## src/rtl/mem_access_unit_if.sv

```systemverilog
// Request/response handshake between the pipeline MEM stage and mem_access_unit.
// The master side issues load/store requests; the slave side (the unit) completes them.
interface mem_access_unit_if #(
  parameter int ADDR_WIDTH = 12
);
  logic                  req_valid;
  logic                  req_ready;
  logic                  req_we;
  logic [1:0]            req_size;
  logic                  req_unsigned;
  logic [ADDR_WIDTH-1:0] req_addr;
  logic [31:0]           req_wdata;
  logic                  resp_valid;
  logic [31:0]           resp_rdata;
  logic                  misaligned;

  modport master (
    output req_valid, req_we, req_size, req_unsigned, req_addr, req_wdata,
    input  req_ready, resp_valid, resp_rdata, misaligned
  );

  modport slave (
    input  req_valid, req_we, req_size, req_unsigned, req_addr, req_wdata,
    output req_ready, resp_valid, resp_rdata, misaligned
  );
endinterface

```

## src/rtl/mem_access_unit.sv

```systemverilog
// MEM-stage initiator for a word-only big-endian data memory: byte/half/word loads
// and stores, with read-modify-write for sub-word stores and alignment checking.
module mem_access_unit #(
  parameter int DATA_WIDTH = 32,
  parameter int ADDR_WIDTH = 12
) (
  input  logic                  clk,
  input  logic                  rst_n,
  mem_access_unit_if.slave      bus,
  output logic                  mem_re,
  output logic                  mem_we,
  output logic [ADDR_WIDTH-1:0] mem_addr,
  output logic [DATA_WIDTH-1:0] mem_wdata,
  input  logic [DATA_WIDTH-1:0] mem_rdata
);

  localparam logic [2:0] IDLE      = 3'd0;
  localparam logic [2:0] READ      = 3'd1;
  localparam logic [2:0] LOAD_RESP = 3'd2;
  localparam logic [2:0] MERGE     = 3'd3;
  localparam logic [2:0] WRITE     = 3'd4;

  logic [2:0]            state_q, state_d;
  logic                  we_q, we_d;
  logic [1:0]            size_q, size_d;
  logic                  uns_q, uns_d;
  logic [ADDR_WIDTH-1:0] addr_q, addr_d;
  logic [15:0]           wdata_q, wdata_d;
  logic                  resp_valid_q, resp_valid_d;
  logic                  misaligned_q, misaligned_d;
  logic [DATA_WIDTH-1:0] resp_rdata_q, resp_rdata_d;
  logic [DATA_WIDTH-1:0] mem_wdata_q, mem_wdata_d;

  logic                  req_bad;
  logic [7:0]            load_byte;
  logic [15:0]           load_half;
  logic [DATA_WIDTH-1:0] load_result;
  logic [DATA_WIDTH-1:0] merged_word;

  assign req_bad = (bus.req_size == 2'b11) ||
                   (bus.req_size == 2'b01 && bus.req_addr[0]) ||
                   (bus.req_size == 2'b10 && bus.req_addr[1:0] != 2'b00);

  // Big-endian lanes: byte offset 0 is the most significant byte of the word.
  always_comb begin
    load_byte   = mem_rdata[31:24];
    merged_word = mem_rdata;
    case (addr_q[1:0])
      2'd0: load_byte = mem_rdata[31:24];
      2'd1: load_byte = mem_rdata[23:16];
      2'd2: load_byte = mem_rdata[15:8];
      default: load_byte = mem_rdata[7:0];
    endcase
    load_half = addr_q[1] ? mem_rdata[15:0] : mem_rdata[31:16];

    case (size_q)
      2'b00:   load_result = {{24{~uns_q & load_byte[7]}}, load_byte};
      2'b01:   load_result = {{16{~uns_q & load_half[15]}}, load_half};
      default: load_result = mem_rdata;
    endcase

    if (size_q == 2'b00) begin
      case (addr_q[1:0])
        2'd0: merged_word[31:24] = wdata_q[7:0];
        2'd1: merged_word[23:16] = wdata_q[7:0];
        2'd2: merged_word[15:8]  = wdata_q[7:0];
        default: merged_word[7:0] = wdata_q[7:0];
      endcase
    end else if (addr_q[1]) begin
      merged_word[15:0] = wdata_q;
    end else begin
      merged_word[31:16] = wdata_q;
    end
  end

  always_comb begin
    state_d      = state_q;
    we_d         = we_q;
    size_d       = size_q;
    uns_d        = uns_q;
    addr_d       = addr_q;
    wdata_d      = wdata_q;
    resp_valid_d = 1'b0;
    misaligned_d = 1'b0;
    resp_rdata_d = resp_rdata_q;
    mem_wdata_d  = mem_wdata_q;
    case (state_q)
      IDLE: begin
        if (bus.req_valid) begin
          we_d    = bus.req_we;
          size_d  = bus.req_size;
          uns_d   = bus.req_unsigned;
          addr_d  = bus.req_addr;
          wdata_d = bus.req_wdata[15:0];
          if (req_bad) begin
            resp_valid_d = 1'b1;
            misaligned_d = 1'b1;
            resp_rdata_d = '0;
          end else if (bus.req_we && bus.req_size == 2'b10) begin
            mem_wdata_d = bus.req_wdata;
            state_d     = WRITE;
          end else begin
            state_d = READ;
          end
        end
      end
      READ:      state_d = we_q ? MERGE : LOAD_RESP;
      LOAD_RESP: begin
        resp_rdata_d = load_result;
        resp_valid_d = 1'b1;
        state_d      = IDLE;
      end
      MERGE: begin
        mem_wdata_d = merged_word;
        state_d     = WRITE;
      end
      WRITE: begin
        resp_valid_d = 1'b1;
        resp_rdata_d = '0;
        state_d      = IDLE;
      end
      default:   state_d = IDLE;
    endcase
  end

  always_ff @(posedge clk or negedge rst_n) begin
    if (!rst_n) begin
      state_q      <= IDLE;
      we_q         <= 1'b0;
      size_q       <= 2'b00;
      uns_q        <= 1'b0;
      addr_q       <= '0;
      wdata_q      <= '0;
      resp_valid_q <= 1'b0;
      misaligned_q <= 1'b0;
      resp_rdata_q <= '0;
      mem_wdata_q  <= '0;
    end else begin
      state_q      <= state_d;
      we_q         <= we_d;
      size_q       <= size_d;
      uns_q        <= uns_d;
      addr_q       <= addr_d;
      wdata_q      <= wdata_d;
      resp_valid_q <= resp_valid_d;
      misaligned_q <= misaligned_d;
      resp_rdata_q <= resp_rdata_d;
      mem_wdata_q  <= mem_wdata_d;
    end
  end

  // Strobes decode from state so they drop the moment reset asserts.
  assign mem_re         = (state_q == READ);
  assign mem_we         = (state_q == WRITE);
  assign mem_addr       = {addr_q[ADDR_WIDTH-1:2], 2'b00};
  assign mem_wdata      = mem_wdata_q;
  assign bus.req_ready  = (state_q == IDLE);
  assign bus.resp_valid = resp_valid_q;
  assign bus.misaligned = misaligned_q;
  assign bus.resp_rdata = resp_rdata_q;

endmodule
```

## src/flat_wrapper.sv

```systemverilog
// flat-port wrapper written by rule: the top's interface ports become plain ports
module mem_access_unit_flat 
#(
  parameter int DATA_WIDTH = 32,
  parameter int ADDR_WIDTH = 12
)
  (clk, rst_n, mem_re, mem_we, mem_addr, mem_wdata, mem_rdata, bus_req_valid, bus_req_we, bus_req_size, bus_req_unsigned, bus_req_addr, bus_req_wdata, bus_req_ready, bus_resp_valid, bus_resp_rdata, bus_misaligned);
  mem_access_unit_if #(.ADDR_WIDTH(ADDR_WIDTH)) bus_i ();
  input  logic clk;
  input  logic rst_n;
  output logic mem_re;
  output logic mem_we;
  output logic [ADDR_WIDTH-1:0] mem_addr;
  output logic [DATA_WIDTH-1:0] mem_wdata;
  input  logic [DATA_WIDTH-1:0] mem_rdata;
  input wire logic [$bits(bus_i.req_valid)-1:0] bus_req_valid;
  input wire logic [$bits(bus_i.req_we)-1:0] bus_req_we;
  input wire logic [$bits(bus_i.req_size)-1:0] bus_req_size;
  input wire logic [$bits(bus_i.req_unsigned)-1:0] bus_req_unsigned;
  input wire logic [$bits(bus_i.req_addr)-1:0] bus_req_addr;
  input wire logic [$bits(bus_i.req_wdata)-1:0] bus_req_wdata;
  output wire logic [$bits(bus_i.req_ready)-1:0] bus_req_ready;
  output wire logic [$bits(bus_i.resp_valid)-1:0] bus_resp_valid;
  output wire logic [$bits(bus_i.resp_rdata)-1:0] bus_resp_rdata;
  output wire logic [$bits(bus_i.misaligned)-1:0] bus_misaligned;
  assign bus_i.req_valid = bus_req_valid;
  assign bus_i.req_we = bus_req_we;
  assign bus_i.req_size = bus_req_size;
  assign bus_i.req_unsigned = bus_req_unsigned;
  assign bus_i.req_addr = bus_req_addr;
  assign bus_i.req_wdata = bus_req_wdata;
  assign bus_req_ready = bus_i.req_ready;
  assign bus_resp_valid = bus_i.resp_valid;
  assign bus_resp_rdata = bus_i.resp_rdata;
  assign bus_misaligned = bus_i.misaligned;
  mem_access_unit #(.DATA_WIDTH(DATA_WIDTH), .ADDR_WIDTH(ADDR_WIDTH)) u_core (.clk(clk), .rst_n(rst_n), .bus(bus_i), .mem_re(mem_re), .mem_we(mem_we), .mem_addr(mem_addr), .mem_wdata(mem_wdata), .mem_rdata(mem_rdata));
endmodule
```

## config.mk

```make
export PLATFORM = sky130hd
export DESIGN_NAME = mem_access_unit_flat
export DESIGN_NICKNAME = d
export VERILOG_FILES = /design/src/rtl/mem_access_unit_if.sv /design/src/rtl/mem_access_unit.sv /design/src/flat_wrapper.sv
export SDC_FILE = /design/constraint.sdc
export NUM_CORES = 1
export LEC_CHECK = 0
export BUFFER_PORTS_ARGS = -buffer_cell sky130_fd_sc_hd__buf_2
export CORE_AREA = 2 2 107 109
export CTS_CLUSTER_SIZE = 24
export DETAILED_ROUTE_END_ITERATION = 12
export DIE_AREA = 0 0 109 111
export PLACE_DENSITY_LB_ADDON = 0.08
export SLEW_MARGIN = 5
export SYNTH_ARGS = -nofsm -noshare
export SYNTH_HDL_FRONTEND = slang
export SYNTH_SLANG_ARGS = --single-unit
```

## constraint.sdc

```tcl
create_clock -name clk -period 2.1 [get_ports clk]
set_clock_uncertainty 0.1 [all_clocks]
set_input_delay 0.105 -clock clk [delete_from_list [all_inputs] [get_ports clk]]
set_output_delay 0.105 -clock clk [all_outputs]
set_load 0.005 [all_outputs]
```

== Word-level counts from Yosys, hierarchy flattened ==
Index checks and enable logic that the tools add are counted.

* Flip-flop bits (word level): 101
* Output and inout bits: 81
* ROM bits: 0
* Memories: 0
* Bits in latches: 0
* Memory bits (writable): 0

* Divide/modulo/power cells: 0
* $mul: 0
* Magnitude comparators: 0
* Equality and inequality tests: 14
* Bitwise operators: 3
* $add $sub $neg: 0
* Multiplexer cells: 26
* Reductions and logical operators: 17
* Shift operators: 0

{| class="wikitable"
|+ Operators with widths
! kind !! number
|-
| $mux 32 || 6
|-
| $pmux 32 s2 || 2
|-
| $pmux 32 s3 || 1
|-
| $mux 16 || 3
|-
| $mux 8 || 4
|-
| $pmux 8 s3 || 1
|-
| $mux 3 || 3
|-
| $pmux 3 s3 || 1
|-
| $eq 2x1->1 const B || 3
|-
| $eq 2x2->1 const B || 3
|-
| $eq 3x2->1 const B || 2
|-
| $logic_not 2->1 || 2
|-
| $mux 1 || 4
|-
| $ne 2x1->1 const B || 2
|-
| $ne 2x2->1 const B || 2
|-
| $reduce_and 2->1 || 2
|-
| $reduce_and 4->1 || 1
|-
| $reduce_bool 2->1 || 2
|-
| $eq 3x1->1 const B || 1
|-
| $eq 3x3->1 const B || 1
|-
| $logic_and 1x1->1 || 3
|-
| $logic_not 3->1 || 1
|-
| $reduce_and 3->1 || 1
|-
| $reduce_bool 3->1 || 1
|-
| 6 further kinds || 8
|}

== Longest topological paths before layout ==
* Word-level depth: 7
* Gate-level depth with buffers: 7

== Worst setup path before layout ==
Ideal clock, no wire load.

* Path type: register -> register
* Start point: reg u_core.state_q[0]
* End point: reg u_core.mem_wdata_q[11], in the netlist u_core.mem_wdata[11]
* Clock period less this slack: 1.907 ns
* Setup time: 0.125 ns
* Required time: 1.875 ns
* Stages on the path, launching flop included: 7
* Path buffers: 2
* Slack: 0.193 ns
* Arrival time: 1.682 ns
* Cells stage by stage: dfrtp_1 -> buf_6 -> nor3_4 -> nand2_2 -> o31ai_4 -> buf_6 -> mux2_2

* Word-level cells in the longest chain between the ends: 3

{| class="wikitable"
|+ Ends and longest elaborated chain
! what !! RTL line !! text
|-
| start: declaration || mem_access_unit.sv:23 || <nowiki>logic [2:0] state_q, state_d;</nowiki>
|-
| start signal: assignment || mem_access_unit.sv:139 || <nowiki>state_q <= state_d;</nowiki>
|-
| $logic_not 3->1 * || - ||
|-
| net bus_req_ready || flat_wrapper.sv:22 || <nowiki>output wire logic [$bits(bus_i.req_ready)-1:0] bus_req_ready;</nowiki>
|-
| $ne 2x2->1 (no source line), or another cell as far along || - ||
|-
| $reduce_and 4->1 (no source line) || - ||
|-
| end signal: assignment || mem_access_unit.sv:148 || <nowiki>mem_wdata_q <= mem_wdata_d;</nowiki>
|-
| end: declaration || mem_access_unit.sv:32 || <nowiki>logic [DATA_WIDTH-1:0] mem_wdata_q, mem_wdata_d;</nowiki>
|}

Mark *: on every way through the listed nets, which the timed path passes. The rest lies on a longest branch.
A chain may end at the register's enable or synchronous reset.

== Worst setup path after layout ==
* Start point: reg u_core.addr_q[0]
* End point: reg u_core.mem_wdata_q[18], in the netlist u_core.mem_wdata[18]

* Word-level cells in the longest chain between the ends: 4

{| class="wikitable"
|+ Ends and longest elaborated chain
! what !! RTL line !! text
|-
| start: declaration || mem_access_unit.sv:27 || <nowiki>logic [ADDR_WIDTH-1:0] addr_q, addr_d;</nowiki>
|-
| start signal: assignment || mem_access_unit.sv:143 || <nowiki>addr_q <= addr_d;</nowiki>
|-
| $eq 2x1->1 || mem_access_unit.sv:63 || <nowiki>case (addr_q[1:0])</nowiki>
|-
| $mux 8 || mem_access_unit.sv:63 ||
|-
| $mux 32 || mem_access_unit.sv:62 || <nowiki>if (size_q == 2'b00) begin</nowiki>
|-
| $pmux 32 s2 || mem_access_unit.sv:87 || <nowiki>case (state_q)</nowiki>
|}

No other way between the ends.

==> summary.md <==
| Metric | Value |
|---|---|
| Post-synth EDFFs | `0` |
| FF-to-FF Start | `u_core.addr_q[0]$_DFFE_PN0P_` |
| Syn avg cell area | `10.81 µm²` |
| Global-route wire length before repair | `25740 µm` |
| CORE AREA | `11080 µm²` |
| R2r setup slk | `0.13 ns` |
| Row count | `39` |
| Reg2Reg Depth | `4` |
| Crit Path Class | `flop to flop` |
| CP peak stage delay | `0.56 ns` |
| Hold depth | `4` |
| CP required | `2.23 ns` |
| WL/cell | `19.30 µm` |
| CP arrival | `2.10 ns` |
| Post-DP HPWL | `11790 µm` |
| Ys Warns | `0` |
| Critical path capture point type | `flop` |
| Cell taking the most area after synthesis | `dfrtp_1` |
| Synth async-reset ratio | `100.0%` |
| DIE HEIGHT | `111 µm` |
| Routed WL | `16630 µm` |
| Final worst slack | `0.1255 ns` |
| DIE WIDTH | `109 µm` |
| Synth Flop Type | `dfrtp_1` |
| Cells after synthesis | `517` |
| P&R area growth vs syn | `31.41%` |
| Die area | `12100 µm²` |
| Min cycle time layout | `1.975 ns` |
| Clock tree root driver cell | `clkbuf_16` |
| Port buffer count | `161` |
| Total Power | `9.699 mW` |
| Area after DPL | `6519 µm²` |
| Sequential fraction of the synthesis area | `45.22%` |
| Syn Std Cell Area | `5589 µm²` |
| Crit path buffers/inverters | `0` |
| Status | `complete, no violations` |
| Count of cell types in the netlist | `47` |
| Register bit total from synthesis | `101` |
| Count leader, synth | `dfrtp_1` |
| Cell family with most CP delay | `simple AND/OR/NAND/NOR gates` |
| DR vias/cell | `5.791` |
| Skew-Pair Late Insertion Delay | `0.35 ns` |
| CTS Sinks | `101` |
| Power per cell area | `1321 nW/µm²` |
| Leakage | `3.432 nW` |
| Vias in the first global route | `4785` |
| Max Slew Vio Count | `0` |
| Share of layout cells above drive strength 1 | `41.59%` |
| Drt first pass iters | `5` |
| CP Max Fanout | `15` |
| Dpl ws | `0.07591 ns` |
| RSZ-0062 raised after global routing | `false` |
| Initial antenna violation count | `0` |
| # fillers | `888` |
| Placed Instances | `790` |
| Crit path launch | `u_core.addr_q[0]$_DFFE_PN0P_` |
| Placer congestion estimate | `0.8769` |
| Ports | `164` |
| Normalized max-slew margin | `61.64%` |
| H-tree depth | `3` |
| Final core utilization | `66.31%` |
| Critical Path Start Type | `flop` |
| Gr usage total | `27.73%` |
| Fin Hold WS | `0.009917 ns` |
| Setup TNS | `0 ns` |
| Max-Cap Viols | `0` |
| Antenna Cells | `0` |
| CTS tree | `yes` |
| Slowest cell on crit path | `or3_1` |
| Initial DRC count | `386` |
| Tcrit/Tclk final | `94.03%` |
| Tightest Hold Check Type | `input pin to flop` |
| Gr ovfl total | `0` |
| Synth top cells by count | `dfrtp_1, mux2_2, o21ai_0` |
| Via count | `4992` |
| Routed Antenna Nets | `0` |
| Largest net degree at the start of global routing | `48` |
| Cts bufs inserted | `9` |
| Top post-synthesis cells by area | `dfrtp_1, mux2_2, o21ai_0, a221o_1, a21oi_1` |
| Hold Startpoint | `bus_req_wdata[25]` |
| Initial Util | `50.46%` |
| Clock transition at path regs | `0.07 ns` |
| Slew @ Worst Pin | `0.5733 ns` |
| Max IR drop VDD | `0.6860 mV` |
| Worst Hold End | `u_core.mem_wdata[25]$_DFFE_PN0P_` |
| Non-Filler Instances | `862` |
| Final hold viol count | `0` |
| CTS Buffer Depth | `2` |
| Remaining DRCs | `0` |
| Final nets | `797` |
| Post-synth top area share | `45.22%` |
| Final Cell Area | `7345 µm²` |
| Setup violations, final | `0` |
| Worst path cell trace | `or3_1 -> a31oi_1 -> a21oi_1 -> mux2_4` |
| F_max | `506.4 MHz` |
| FF-to-FF End | `u_core.mem_wdata[18]$_DFFE_PN0P_` |
## sequential cells by signal (all words and copies together), names as in the netlist
name / count
u_core.addr_q: 12
u_core.bus.misaligned: 1
u_core.bus.resp_rdata: 32
u_core.bus.resp_valid: 1
u_core.mem_wdata: 32
u_core.size_q: 2
u_core.state_q: 3
u_core.uns_q: 1
u_core.wdata_q: 16
u_core.we_q: 1
## cells by family (layout without fill, tap and decap cells)
kind of cell	Yosys count	after routing	share of synthesized area, %
AND/OR/NAND/NOR	101	101	9.492
multiplexers	86	86	17.91
flip-flops	101	101	45.22
buffers and inverters	60	261	6.179
AO/OA/AOI/OAI	168	168	21.13
other	1	2	0.06709
## worst min-delay path, delay by kind of cell
kind            cells  cell delay, ns
mux                 1            0.14
buf+inv             1            0.08
compound gates      1            0.06
simple gates        1            0.04
## cells in the final DEF, fill, tap and decap left out, drive strengths merged, types with 5 or more instances in the layout
cell	count
o21ai	47
mux2	82
nor3	5
a211oi	17
nand2	37
nor3b	6
o2bb2ai	11
dlygate4sd3	52
clkbuf	11
o21a	10
dfrtp	101
a31oi	8
buf	190
nand2b	8
nor2	25
a32o	7
a221o	16
a21oi	32
o221ai	6
and3b	9
## where the power goes
group | internal, mW | switching [mW]
clock network | 0.808 | 0.746
logic | 2.39 | 2.23
registers | 2.79 | 0.742
total | 5.98 | 3.72
## worst max-delay path by stage
stage,endpoint,slack (ns),cells after the start
after floorplan,u_core.mem_wdata[11]$_DFFE_PN0P_,0.19,6
after global placement,u_core.mem_wdata[17]$_DFFE_PN0P_,0.12,4
after detailed placement,u_core.mem_wdata[18]$_DFFE_PN0P_,0.08,4
after CTS,u_core.mem_wdata[18]$_DFFE_PN0P_,0.05,4
after global routing,u_core.mem_wdata[10]$_DFFE_PN0P_,0.02,5
final,u_core.mem_wdata[18]$_DFFE_PN0P_,0.13,4
## cell type report
cell class	instances	area, µm²	area share, %
inverters	3	11.26	0.1533
clock inverters	5	37.54	0.5111
well taps	143	178.9	2.436
flip-flops and latches	101	2530	34.45
multi-input cells	357	2733	37.21
clock buffers	11	232.7	3.169
repair buffers	242	1622	22.08
## per-layer routing
layer | share of wire, % | global-route usage [%]
met4 | 1.9 | 8.718
met3 | 7.1 | 3.586
met1 | 45 | 41.72
met5 | 0 | 0
met2 | 46 | 41.41
## what timing repair did
action                     in CTS  in global routing
setup endpoints to repair       0                 28
setup buffers                   0                  4
hold buffers                   52                  0
hold endpoints to repair       89                  0
gates resized for setup         0                  2
Power figures use the tool's default switching activity.
